<file path="config.mk">
export PLATFORM = sky130hd
export DESIGN_NAME = step_move_ctrl
export DESIGN_NICKNAME = d
export VERILOG_FILES = /design/src/rtl/step_move_ctrl.sv
export SDC_FILE = /design/constraint.sdc
export NUM_CORES = 1
export LEC_CHECK = 0
export CAP_MARGIN = 20
export CELL_PAD_IN_SITES_DETAIL_PLACEMENT = 2
export CELL_PAD_IN_SITES_GLOBAL_PLACEMENT = 2
export CORE_MARGIN = 3
export CORE_UTILIZATION = 39
export CTS_CLUSTER_SIZE = 14
export DETAILED_ROUTE_END_ITERATION = 16
export GPL_TIMING_DRIVEN = 0
export PLACE_DENSITY = 0.91
export SYNTH_ARGS = -nofsm -noshare
export SYNTH_HDL_FRONTEND = slang
export SYNTH_SLANG_ARGS = --single-unit
</file>
<file path="constraint.sdc">
create_clock -name clk -period 10.6 [get_ports clk]
set_input_delay 2.12 -clock clk [delete_from_list [all_inputs] [get_ports clk]]
set_output_delay 2.12 -clock clk [all_outputs]
set_load 0.02 [all_outputs]
</file>
<file path="src/rtl/step_move_ctrl.sv">
// Move sequencer for a 4-phase unipolar stepper: step count, rate, direction, full/half mode, position.
// Build option: define STEP_PHASE_OFF_EN to release the coils (phase = 0000) when the sequencer returns to idle.
module step_move_ctrl #(
    parameter int unsigned CNT_W = 16,
    parameter int unsigned PER_W = 16
) (
    input  logic             clk,
    input  logic             xres,
    input  logic             start,
    input  logic             stop,
    input  logic             dir,
    input  logic             half,
    input  logic [PER_W-1:0] period,
    input  logic [CNT_W-1:0] steps,
    output logic             busy,
    output logic             done,
    output logic             step_pulse,
    output logic [3:0]       phase,
    output logic [CNT_W-1:0] pos
);

    typedef enum logic [1:0] {IDLE, LOAD, RUN, DONE} state_t;

    state_t           state, state_nxt;
    logic             s1, s2, start_p;
    logic             dir_l, half_l;
    logic [PER_W-1:0] period_l, timer;
    logic [CNT_W-1:0] remaining;
    logic [2:0]       idx, idx_step;
    logic             tc, do_load, do_step;

    // Half-step coil table; even entries are one-phase, odd entries two-phase.
    function automatic logic [3:0] tbl(input logic [2:0] i);
        case (i)
            3'd0:    tbl = 4'b0001;
            3'd1:    tbl = 4'b0011;
            3'd2:    tbl = 4'b0010;
            3'd3:    tbl = 4'b0110;
            3'd4:    tbl = 4'b0100;
            3'd5:    tbl = 4'b1100;
            3'd6:    tbl = 4'b1000;
            default: tbl = 4'b1001;
        endcase
    endfunction

    assign start_p  = s1 & ~s2;
    assign tc       = (timer == period_l - PER_W'(1));
    assign idx_step = dir_l ? idx + (half_l ? 3'd1 : 3'd2)
                            : idx - (half_l ? 3'd1 : 3'd2);

    always_ff @(posedge clk or negedge xres) begin
        if (!xres) state <= IDLE;
        else       state <= state_nxt;
    end

    // Next state plus load/step strobes; stop in RUN suppresses a coincident step.
    always_comb begin
        state_nxt = state;
        do_load   = 1'b0;
        do_step   = 1'b0;
        case (state)
            IDLE: if (start_p) state_nxt = LOAD;
            LOAD: begin
                do_load   = 1'b1;
                state_nxt = (steps == '0) ? DONE : RUN;
            end
            RUN: begin
                if (stop) begin
                    state_nxt = DONE;
                end else if (tc) begin
                    do_step = 1'b1;
                    if (remaining == CNT_W'(1)) state_nxt = DONE;
                end
            end
            DONE:    state_nxt = IDLE;
            default: state_nxt = IDLE;
        endcase
    end

    always_ff @(posedge clk or negedge xres) begin
        if (!xres) begin
            s1         <= 1'b0;
            s2         <= 1'b0;
            busy       <= 1'b0;
            done       <= 1'b0;
            step_pulse <= 1'b0;
            phase      <= 4'b0000;
            pos        <= '0;
            idx        <= 3'd0;
            dir_l      <= 1'b0;
            half_l     <= 1'b0;
            period_l   <= PER_W'(1);
            timer      <= '0;
            remaining  <= '0;
        end else begin
            s1         <= start;
            s2         <= s1;
            busy       <= (state_nxt == LOAD) || (state_nxt == RUN);
            done       <= (state_nxt == DONE);
            step_pulse <= do_step;
            if (state == IDLE && start_p) phase <= tbl(idx);
            if (do_load) begin
                dir_l     <= dir;
                half_l    <= half;
                period_l  <= (period == '0) ? PER_W'(1) : period;
                remaining <= steps;
                timer     <= '0;
            end else if (state == RUN) begin
                timer <= tc ? '0 : timer + PER_W'(1);
            end
            if (do_step) begin
                idx       <= idx_step;
                phase     <= tbl(idx_step);
                pos       <= dir_l ? pos + CNT_W'(1) : pos - CNT_W'(1);
                remaining <= remaining - CNT_W'(1);
            end
`ifdef STEP_PHASE_OFF_EN
            if (state == DONE) phase <= 4'b0000;
`else
`endif
        end
    end

endmodule
</file>
==> impl_metrics.yaml, run 1 <==
yosys:
  seq_area_frac_synth: 0.372
  ys_top_cells_by_area: "dfrtp_1 37%, mux2_2 5.9%, ha_1 5.6%"
  synth.cell_area_mm2: 0.00538
  async_flop_share: 1.00
  synth_edf_count: 0
  synth_seq_cells: 80
  syn_inst: 554
  synth_fp_nets: 618
  ys_warn_count: 0
  synth_top_cell_by_area: "dfrtp_1"
  synth.distinct_cells: 69
  ys.flop_type: "dfrtp_1"
  syn_area_per_cell_um2: 9.71
  yosysTopAreaCellShare: 0.367
worst_setup_path:
  critical_path_class: "input pin to register"
  end_kind: "register"
  startpoint_type: "input pin"
  setup.worst_path.start: "stop"
  rrSetupSlack_ns: 6.69
  critPathCapture: "remaining[6]"
  r2r_cells: 9
  r2r-end: "remaining[6]"
  cp.required_ns: 10.83
  r2r_start: "period_l[6]"
  cp_max_fo: 10
  worst_ep_arrival_time_ns: 4.72
routing:
  firstDrtPassIters: 4
  drt-total-wl_mm: 19.1
  ant_nets: 0
  via_count: 4832
  vias_per_cell: 5.99
  drc: 0
  wire_per_inst_um: 23.7
  drtIter0Drc: 235
place:
  dp_hpwl_mm: 14.0
  portBuffers: 60
  dp_cells: 791
  post-place-ws_ns: 5.85
  place_congestion: 0.870
power_and_ir_drop:
  pwr_density_cell_mw_per_mm2: 249
  p_switching_uw: 718
  cellLeakagePower_nw: 2.73
  internal_power_uw: 908
  p_seq_frac: 0.311
  vdd_drop_max_uv: 113
  pwr-share-clk: 0.197
  swShare: 0.442
  p_comb_frac: 0.492
floorplan:
  die_area_mm2: 0.0152
  core_area_mm2: 0.0133
  ios: 61
  die_x_um: 123
  start_util: 0.403
  die_h_um: 123
  rows: 42
outcome:
  status: "finished clean"
final_layout:
  final_cell_mix: "79 x dfrtp_1, 59 x clkdlybuf4s50_1, 36 x nor3_1"
  final_common_cell: "dfrtp_1"
  nFillCells: 1397
  drive_above_1_share: 0.114
  syn2layout_area_growth_pct: 21.3
  antenna_cells: 0
  finish.utilization: 0.489
  finalNonFillerCells: 807
  seqCellArea_mm2: 0.00200
  multiInputGateArea_mm2: 0.00318
  nets: 690
timing:
  slew_violations: 0
  fin_crit_sh: 0.424
  clock_skew_ns: 0.00458
  worst_slew_pin_slew_ns: 0.773
  fmax_mhz: 223
  max_slew_margin: 0.485
  setup_slack_ns: 6.11
  rsz0062_at_grt: "no"
  setup-tns-final_ns: 0
  finalSetupViolations: 0
  hold_ws_ns: 0.421
  hold_viol_final: 0
  finalCriticalPeriod_ns: 4.49
clock_network:
  clkTransAtPathRegs_ns: 0.06
  cts_buffer_depth: 2
  clock_latency_ns: 0.35
  cts_hold_buf: 0
  cts-resized-gates: 0
  clock-root-buffer: "clkbuf_16"
  cts_tree: "yes"
  post_cts_buffers: 0
  htree_levels: 3
  cts.sinks: 80
  cts_buffers: 9
grt:
  antenna_found_initial: 0
  grt_usage: 0.262
  grt_overflow: 0
  grt_pass1_wl_mm: 30.4
  grt_pass1_vias: 5580
  grt_max_degree: 65
min_path:
  min_from: "s1"
  hold_path.class: "register to register"
flow_run:
  drv_cap: 0
## how the worst min path moves through the flow
stage	end	slack (ns)	cells after the start
3_5_place_dp	s2	0.42	0
4_1_cts	s2	0.43	0
6_report	s2	0.42	0
3_3_place_gp	s2	0.39	0
2_1_floorplan	s2	0.37	0
5_1_grt	s2	0.44	0
## cell type report
cell class,instances,share of cell area
Clock buffer,12,0.0378
Buffer,19,0.0163
Sequential cell,80,0.307
Timing Repair Buffer,61,0.0959
Inverter,25,0.0144
Tap cell,176,0.0337
Clock inverter,4,0.00824
Multi-Input combinational cell,430,0.487
## worst max-delay path, stage by stage
cell and delay, ns:
clkdlybuf4s50_1 0.47, inv_1 0.13, nand2_1 0.29, a21oi_1 0.24, nor4b_4 0.62, buf_2 0.44
nor3_1 0.12, a211oi_1 0.28
## cell families after synthesis
kind of cell,Yosys count,synth area share
AND/OR/NAND/NOR,199,0.208
AO/OA/AOI/OAI,123,0.164
flip-flops,80,0.372
multiplexers,51,0.104
buffers and inverters,44,0.0372
XOR/XNOR,31,0.0505
adder cells (fa/ha/maj),26,0.0633
## synthesized netlist by cell type (all sizes together), types with 4 or more instances
cell	n
a211o	8
a211oi	11
a21o	5
a21oi	24
a22o	10
and2	6
and3	15
buf	12
clkbuf	7
dfrtp	79
ha	24
inv	24
mux2	31
mux2i	20
nand2	25
nand2b	4
nand3	13
nor2	32
nor2b	11
nor3	36
nor3b	8
nor4	15
o21ai	29
o2bb2ai	6
or2	5
or3	10
or4	8
xnor2	20
xor2	11
## power groups by stage
| stage | sequential (mW) | combinational, mW | clock, mW |
|---|---|---|---|
| 6_report | 0.505 | 0.801 | 0.320 |
| 5_1_grt | 0.518 | 0.881 | 0.340 |
| 4_1_cts | 0.503 | 0.801 | 0.326 |
| 3_5_place_dp | 0.506 | 0.781 | 0 |
| 3_3_place_gp | 0.492 | 0.711 | 0 |
| 2_1_floorplan | 0.472 | 0.550 | 0 |
## layer usage
metal / GRT usage / routed length (µm) / vias up
li1: - / - / 2208
met1: 0.286 / 7570 / 2470
met2: 0.495 / 10200 / 113
met3: 0.0508 / 648 / 41
met4: 0.102 / 635 / 0
met5: 0 / 0 / -
## registers in the layout, indices dropped and copies added (netlist names)
name        count
state           2
step_pulse      1
period_l       16
done            1
idx             3
timer          16
dir_l           1
s2              1
s1              1
phase           4
remaining      16
half_l          1
busy            1
pos            16
## stage by stage
| step | power (mW) | area [µm²] |
|---|---|---|
| floorplan | 1.02 | 5380 |
| global placement | 1.20 | 6200 |
| detailed placement | 1.29 | 6230 |
| CTS | 1.63 | 6530 |
| global route | 1.74 | 6530 |
| finish | 1.63 | 6530 |
No activity file was read; power rests on OpenSTA's default activity.
==> run 2: changes to the inputs <==
- CORE_UTILIZATION: 39 -> 33
- PLACE_DENSITY: 0.91 -> 0.82
- clock period: 10.6 -> 4 ns (I/O delays scaled with it)
==> run 2 against run 1 <==
Net effect: global-route usage down 6.0 points; die area up 17%; combinational power rose to 2.6 times the previous value; critical path type is now register to register; largest cell class unchanged.
==> impl_metrics.yaml, run 2 (synthesis gave the netlist of run 1 again) <==
clock_network:
  cts_buffers: 9
  cts-resized-gates: 0
  post_cts_buffers: 0
  cts_buffer_depth: 2
  htree_levels: 3
  clock_latency_ns: 0.36
  cts.sinks: 80
  clkTransAtPathRegs_ns: 0.07
  cts_hold_buf: 0
  clock-root-buffer: "clkbuf_16"
  cts_tree: "yes"
flow_run:
  drv_cap: 0
worst_setup_path:
  cp.required_ns: 4.24
  cp_common_cell: "or4_1"
  end_kind: "register"
  cp_slowest_stage_delay_ns: 0.61
  crit_chain: "clkbuf_1 > or4_1 > or4_1 > o21ai_0 > nand3_1 > or4b_1 > buf_2 > or2_4 > mux2_4"
  path_delay_family: "simple AND/OR/NAND/NOR gates"
  critPathBufInv: 2
  startpoint_type: "register"
  critical_path_class: "register to register"
  cp_max_fo: 8
  critPathSlowestCell: "or4b_1"
  worst_ep_arrival_time_ns: 3.96
final_layout:
  antenna_cells: 0
  drive_above_1_share: 0.120
  final_common_cell: "dfrtp_1"
  finalNonFillerCells: 849
  final_cell_mix: "79 x dfrtp_1, 59 x clkdlybuf4s50_1, 36 x nor3_1"
  final_area_mm2: 0.00657
  nFillCells: 1749
  finish.utilization: 0.412
  syn2layout_area_growth_pct: 22.1
  nets: 692
routing:
  wl_met1_mm: 7.60
  via_count: 4772
  wire_per_inst_um: 20.7
  top_layer_used: "met4"
  drt-total-wl_mm: 17.6
  drtIter0Drc: 182
  firstDrtPassIters: 4
  vias_per_cell: 5.62
  wl_met2_mm: 9.22
  ant_nets: 0
  dr_wl_met3_um: 456
  drc: 0
floorplan:
  rows: 46
  die_h_um: 134
  core_area_mm2: 0.0159
  ios: 61
  die_x_um: 134
  start_util: 0.337
  die_area_mm2: 0.0179
grt:
  grt_overflow: 0
  grt_usage: 0.202
  grt_pass1_vias: 5389
  grt_max_degree: 42
  grt_pass1_wl_mm: 28.8
  antenna_found_initial: 0
timing:
  finalSetupViolations: 0
  worst_slew_pin_slew_ns: 0.763
  hold_ws_ns: 0.418
  finalCriticalPeriod_ns: 3.72
  clock_skew_ns: 0.00977
  fmax_mhz: 269
  fin_crit_sh: 0.930
  max_slew_margin: 0.490
  rsz0062_at_grt: "no"
  slew_violations: 0
  hold_viol_final: 0
place:
  dp_cells: 831
  placed_area_mm2: 0.00627
  dp_hpwl_mm: 13.1
  portBuffers: 60
  place_congestion: 0.829
power_and_ir_drop:
  vdd_drop_max_uv: 236
  finalPower_mw: 4.19
  pwr_density_cell_mw_per_mm2: 638
  cellLeakagePower_nw: 2.73
outcome:
  status: "finished clean"
min_path:
  hold_path.class: "register to register"
==> run 2: power breakdown <==
group / internal (mW) / switching (mW)
clock: 0.433 / 0.388
sequential: 1.04 / 0.275
combinational: 0.857 / 1.20
==> run 2: worst paths after layout <==
kind                                  start         to  slack [ns]  cells past startpoint
min in group asynchronous              xres     pos[2]        0.44                      1
max in group asynchronous              xres  timer[10]        2.92                      2
worst min register to register           s1         s2        0.42                      0
worst max-delay path            period_l[6]    pos[12]        0.28                      9
worst max register to register  period_l[6]    pos[12]        0.28                      9
worst min-delay path                     s1         s2        0.42                      0
==> run 2: layout make-up <==
cell class | count | area (µm²) | area share
Inverter | 25 | 93.8 | 0.0143
Clock buffer | 9 | 225 | 0.0343
Sequential cell | 80 | 2000 | 0.305
Tap cell | 216 | 270 | 0.0411
Clock inverter | 7 | 61.3 | 0.00933
Multi-Input combinational cell | 430 | 3180 | 0.484
Timing Repair Buffer | 63 | 633 | 0.0964
Buffer | 19 | 106 | 0.0162
==> run 2: layer usage <==
metal,track usage,vias up
met5,0,-
met4,0.0640,0
met3,0.0366,22
met2,0.367,70
met1,0.243,2458
li1,-,2222
==> run 2: worst reg2reg max path: cells and delay by family (launching register included) <==
family                 cells  cell delay [ns]
flip-flops                 1             0.36
multiplexers               1             0.32
buffers and inverters      2             0.42
AND/OR/NAND/NOR            5             2.33
AO/OA/AOI/OAI              1             0.20
==> run 2: metrics by stage <==
step                setup WS, ns  TNS, ns
finish                     0.280        0
global route               0.117        0
CTS                        0.113        0
detailed placement         0.112        0
global placement          -0.933   -73.10
floorplan                  0.635        0
==> run 3: changes to the inputs <==
- CORE_ASPECT_RATIO: not set -> 1.75
- CORE_UTILIZATION: 33 -> 36
- PLACE_DENSITY: 0.82 -> 0.85
- clock period: 4 -> 3.6 ns (I/O delays scaled with it)
==> run 3 against run 2 <==
Net effect: the run now ends with setup timing left; via count is 3.2% higher; final cell count is 3.4% lower; sequential power is 13% higher; die area is 7.6% lower; combinational power is 22% higher; non-clock buffer count is 7 higher; clock skew hardly changed; largest power group unchanged; highest routed layer unchanged.
==> impl_metrics.yaml, run 3 (synthesis gave the netlist of run 1 again) <==
outcome:
  status: "finished, violations left"
  violations: "setup timing"
min_path:
  hold_path.class: "input pin to async pin"
power_and_ir_drop:
  pwr-share-clk: 0.195
  internal_power_mw: 2.77
  p_switching_mw: 2.19
  vdd_drop_max_uv: 306
  cellLeakagePower_nw: 2.81
  swShare: 0.442
  pwr_density_cell_mw_per_mm2: 736
  p_seq_frac: 0.301
  p_comb_frac: 0.504
grt:
  grt_max_degree: 53
  grt_pass1_vias: 5676
  grt_pass1_wl_mm: 30.1
  grt_overflow: 0
  antenna_found_initial: 0
  grt_usage: 0.229
clock_network:
  cts_tree: "yes"
  cts_buffers: 9
  cts.sinks: 80
  htree_levels: 3
  cts_hold_buf: 0
  clkTransAtPathRegs_ns: 0.07
  cts_buffer_depth: 2
  clock-root-buffer: "clkbuf_16"
  clock_latency_ns: 0.35
floorplan:
  start_util: 0.371
  core_area_mm2: 0.0145
  ios: 61
  die_h_um: 168
  rows: 58
  die_area_mm2: 0.0165
  die_x_um: 98.4
final_layout:
  drive_above_1_share: 0.147
  antenna_cells: 0
  final_common_cell: "dfrtp_1"
  final_cell_mix: "78 x dfrtp_1, 59 x clkdlybuf4s50_1, 36 x nor3_1"
  nets: 699
  syn2layout_area_growth_pct: 25.3
  final_area_mm2: 0.00674
  finalNonFillerCells: 820
timing:
  hold_viol_final: 0
  setup_slack_ns: -0.00903
  finalSetupViolations: 3
  fmax_mhz: 277
  worst_slew_pin_slew_ns: 0.757
  slew_violations: 0
  fin_crit_sh: 1.00
  clock_skew_ns: 0.0102
  finalCriticalPeriod_ns: 3.61
  max_slew_margin: 0.495
  hold_ws_ns: 0.308
worst_setup_path:
  cp_max_fo: 8
  worst_ep_arrival_time_ns: 3.84
  startpoint_type: "register"
  end_kind: "register"
  critical_path_class: "register to register"
  cp.required_ns: 3.83
routing:
  drc: 0
  firstDrtPassIters: 4
  via_count: 4925
  drtIter0Drc: 149
  wire_per_inst_um: 23.3
  drt-total-wl_mm: 19.1
  vias_per_cell: 6.01
  ant_nets: 0
flow_run:
  drv_cap: 0
place:
  post-place-ws_ns: -0.437
  dp_hpwl_mm: 13.9
  portBuffers: 60
  place_congestion: 0.880
  placed_area_mm2: 0.00623
  dp_cells: 795
[run 3: final cells by class]
cell class	count	area (µm²)
fillers	1572	7770
multi-input cells	430	3250
flip-flops and latches	80	2000
repair buffers	71	731
clock buffers	11	253
well taps	180	225
plain buffers	18	133
inverters	25	93.8
clock inverters	5	55.1
[run 3: worst max-delay path, cell delays in order (launching register included)]
cell and delay [ns]:
dfrtp_1 0.42, inv_1 0.12, ha_2 0.28, or3b_2 0.48, o21ai_0 0.17, nor4bb_1 0.47, nor2_1 0.21, or4b_1 0.56
buf_4 0.19, or2_4 0.29, mux2_4 0.30
[run 3: what timing repair did]
action,CTS,global route
endpoints found under the setup margin,52,46
pin swaps,4,6
endpoints found under the hold margin,0,0
gates cloned,0,1
gates resized for setup,12,12
setup buffers,4,5
[run 3: through the flow]
step / power (mW) / util / TNS [ns]
2_1_floorplan: 3.01 / - / 0
3_3_place_gp: 3.60 / 0.428 / -105.98
3_5_place_dp: 3.78 / 0.429 / -12.11
4_1_cts: 4.86 / 0.457 / 0
5_1_grt: 5.29 / 0.464 / -0.479
6_report: 4.96 / 0.464 / -0.0231
[run 3: power by group through the flow]
| stage | Sequential [mW] | Combinational [mW] | Clock, mW |
|---|---|---|---|
| after floorplan | 1.39 | 1.62 | 0 |
| after global placement | 1.44 | 2.15 | 0 |
| after detailed placement | 1.47 | 2.31 | 0 |
| after CTS | 1.46 | 2.41 | 0.989 |
| after global routing | 1.53 | 2.72 | 1.03 |
| final | 1.49 | 2.50 | 0.969 |
[run 3: worst paths after layout]
check                            start           to  cells after the start  slack, ns
setup / recovery           period_l[1]      pos[13]                     10     -0.009
hold / removal                    xres       idx[2]                      1       0.31
setup reg to reg           period_l[1]      pos[13]                     10     -0.009
hold reg to reg                     s1           s2                      0       0.43
max in group asynchronous         xres  period_l[0]                      2       2.62
min in group clk                    s1           s2                      0       0.43
[run 3: metal layers]
layer  vias to the layer above  share of wire  wire length [µm]  GRT usage
li1                       2233              -                 -          -
met1                      2527           0.34              6540      0.222
met2                       111           0.59             11200      0.452
met3                        54          0.026               490     0.0350
met4                         0          0.043               826      0.114
met5                         -              0                 0          0
==> variant, RTL diff (flow settings as in run 2) <==
Set the parameter `PER_W` to 32 (it was 16).
--- a/src/rtl/step_move_ctrl.sv
+++ b/src/rtl/step_move_ctrl.sv
@@ -4,3 +4,3 @@
     parameter int unsigned CNT_W = 16,
-    parameter int unsigned PER_W = 16
+    parameter int unsigned PER_W = 32
 ) (
Interface: changed (resized period); port bits go from 61 to 77. No check against the original RTL was run, so the function may have changed too.
==> variant against run 2 <==
Sequential cell count increased by 32; global-route usage increased by 1.1 points; final area increased by 38%; critical path depth increased by 5; count of clock-buffer cells in the layout increased by 2; non-clock buffer count increased by 33; setup slack got worse by 0.077 ns; total power increased by 32%; routed wire length increased by 46%; clock skew decreased by 0.0012 ns; area after synthesis increased by 41%; critical path type unchanged.
==> variant: results (changes against run 2) <==
Placed design
  – # port buffers: 76 (+27%)
  – Final GP Congestion: 0.782 (-5.7%)
  – Dpl cell area: 0.00870 mm^2 (+39%)
  – Placed insts: 1172 (+41%)
  – Setup WS pre-CTS: -0.336 ns (-0.448 ns)
  – Post-DP HPWL: 18900 um (+44%)

Finish
  – Antenna cells: 0 (unchanged)
  – Layout cells sized above 1: 10.1% (-1.9 points)
  – Fillers: 2443 (+40%)
  – Layout Nets: 990 (+43%)
  – Area growth syn-to-layout: 20.2%

Synth
  – Synthesized area per cell: 9.28 um^2 (-4.5%)
  – Most frequent cells after synthesis: dfrtp_1 (111), nand2_1 (80), o21ai_0 (46), mux2_2 (33), nor2_1 (32)
  – Register area share after synthesis: 37.1% (-0.15 points)
  – Multiplexer share of the synthesized area: 7.64% (-2.8 points)
  – Synth Area in Compound Gates: 17.5% (+1.1 points)
  – Adder-Cell Fraction of Synth Area: 4.50% (-1.8 points)
  – Synth unique cells: 79 (+14%)
  – Post-synthesis net count: 895 (+45%)
  – Area contributors post-synth: dfrtp_1 (37%), mux2_2 (4.9%), ha_1 (4.0%), nand2_1 (4.0%), xnor2_1 (3.6%)
  – Synth Area in XOR/XNOR: 6.25% (+1.2 points)

Setup path
  – CP max FO: 10 (+2)
  – Delay of the slowest critical-path stage: 0.50 ns (-0.11 ns)
  – Worst Path Arrival: 4.05 ns (+0.09 ns)

Run status
  – Outcome: completed

Global route
  – All-Layer GR Usage: 21.3% (+1.1 points)
  – Global-route wire length before repair: 42100 um (+46%)
  – Vias in the first global route: 7718 (+43%)
  – Largest net degree at the start of global routing: 62 (+48%)

Detailed routing
  – Violation count after the first detailed-route iteration: 286 (+57%)
  – Via Count: 6868 (+44%)
  – Via/cell ratio: 5.75 (+2.3%)

Clocking
  – Clock Latency Late Sink: roughly 0.37 ns
  – CTS Sinks: 112 (+40%)

Timing
  – Worst Max-Slew Pin Slew: 0.919 ns (+0.157 ns)
  – Final hold vios: 0 (unchanged)

Pwr
  – VDD IR max: 0.232 mV (-1.5%)

Hold path
  – Tightest Hold Check Type: input pin to async pin
variant: changes by cell type after synthesis, sizes merged, moves of 8 or more:
cell | run 2 | this run
nand2 | 25 | 80
dfrtp | 79 | 111
o21ai | 29 | 54
o31ai | 0 | 22
nand4 | 1 | 20
nor2b | 11 | 25
and2 | 6 | 19
nand3 | 13 | 25
xor2 | 11 | 23
xnor2 | 20 | 31
a211oi | 11 | 1
clkbuf | 7 | 17
nor4 | 15 | 24
o31a | 1 | 9
variant: repair_timing:
action	4_1_cts	5_1_grt
hold buffers	0	0
gates resized for setup	4	7
setup endpoints to repair	14	2
setup buffers	4	4
pin swaps	2	3
variant: power breakdown:
group          internal (mW)  switching, mW
clock                  0.440          0.459
combinational           1.11           1.61
sequential              1.44          0.478
total                   3.00           2.54
variant: kinds of logic (layout without fill, tap and decap cells):
family	Yosys count	after routing
and+or+nand+nor	325	325
AOI/OAI and AO/OA	193	193
DFF	112	112
xor gates and xnor gates	54	54
muxes	53	53
buffers and inverters	52	151
adders and majority gates	26	26
variant: path summary, 6_finish.rpt:
check	endpoint	startpoint	slack, ns	cells after the start
worst max-delay path	busy	period_l[7]	0.20	14
worst min-delay path	remaining[9]	xres	0.39	1
worst max register to register	busy	period_l[7]	0.20	14
worst min register to register	s2	s1	0.49	0
max in group asynchronous	period_l[0]	xres	2.87	2
min in group clk	s2	s1	0.49	0
variant: layout make-up:
type	count	area share, %
clock inverters	4	0.344
plain buffers	30	1.65
well taps	280	3.85
clock buffers	11	2.67
flip-flops and latches	112	30.8
repair buffers	85	9.35
multi-input cells	651	50.4
inverters	21	0.867
variant: per-layer routing:
layer	GRT usage, %	wire, um	up-vias
met1	27.4	11700	3568
met3	3.22	685	22
li1	-	-	3210
met4	4.01	297	0
met5	0	0	-
met2	38.2	13100	68
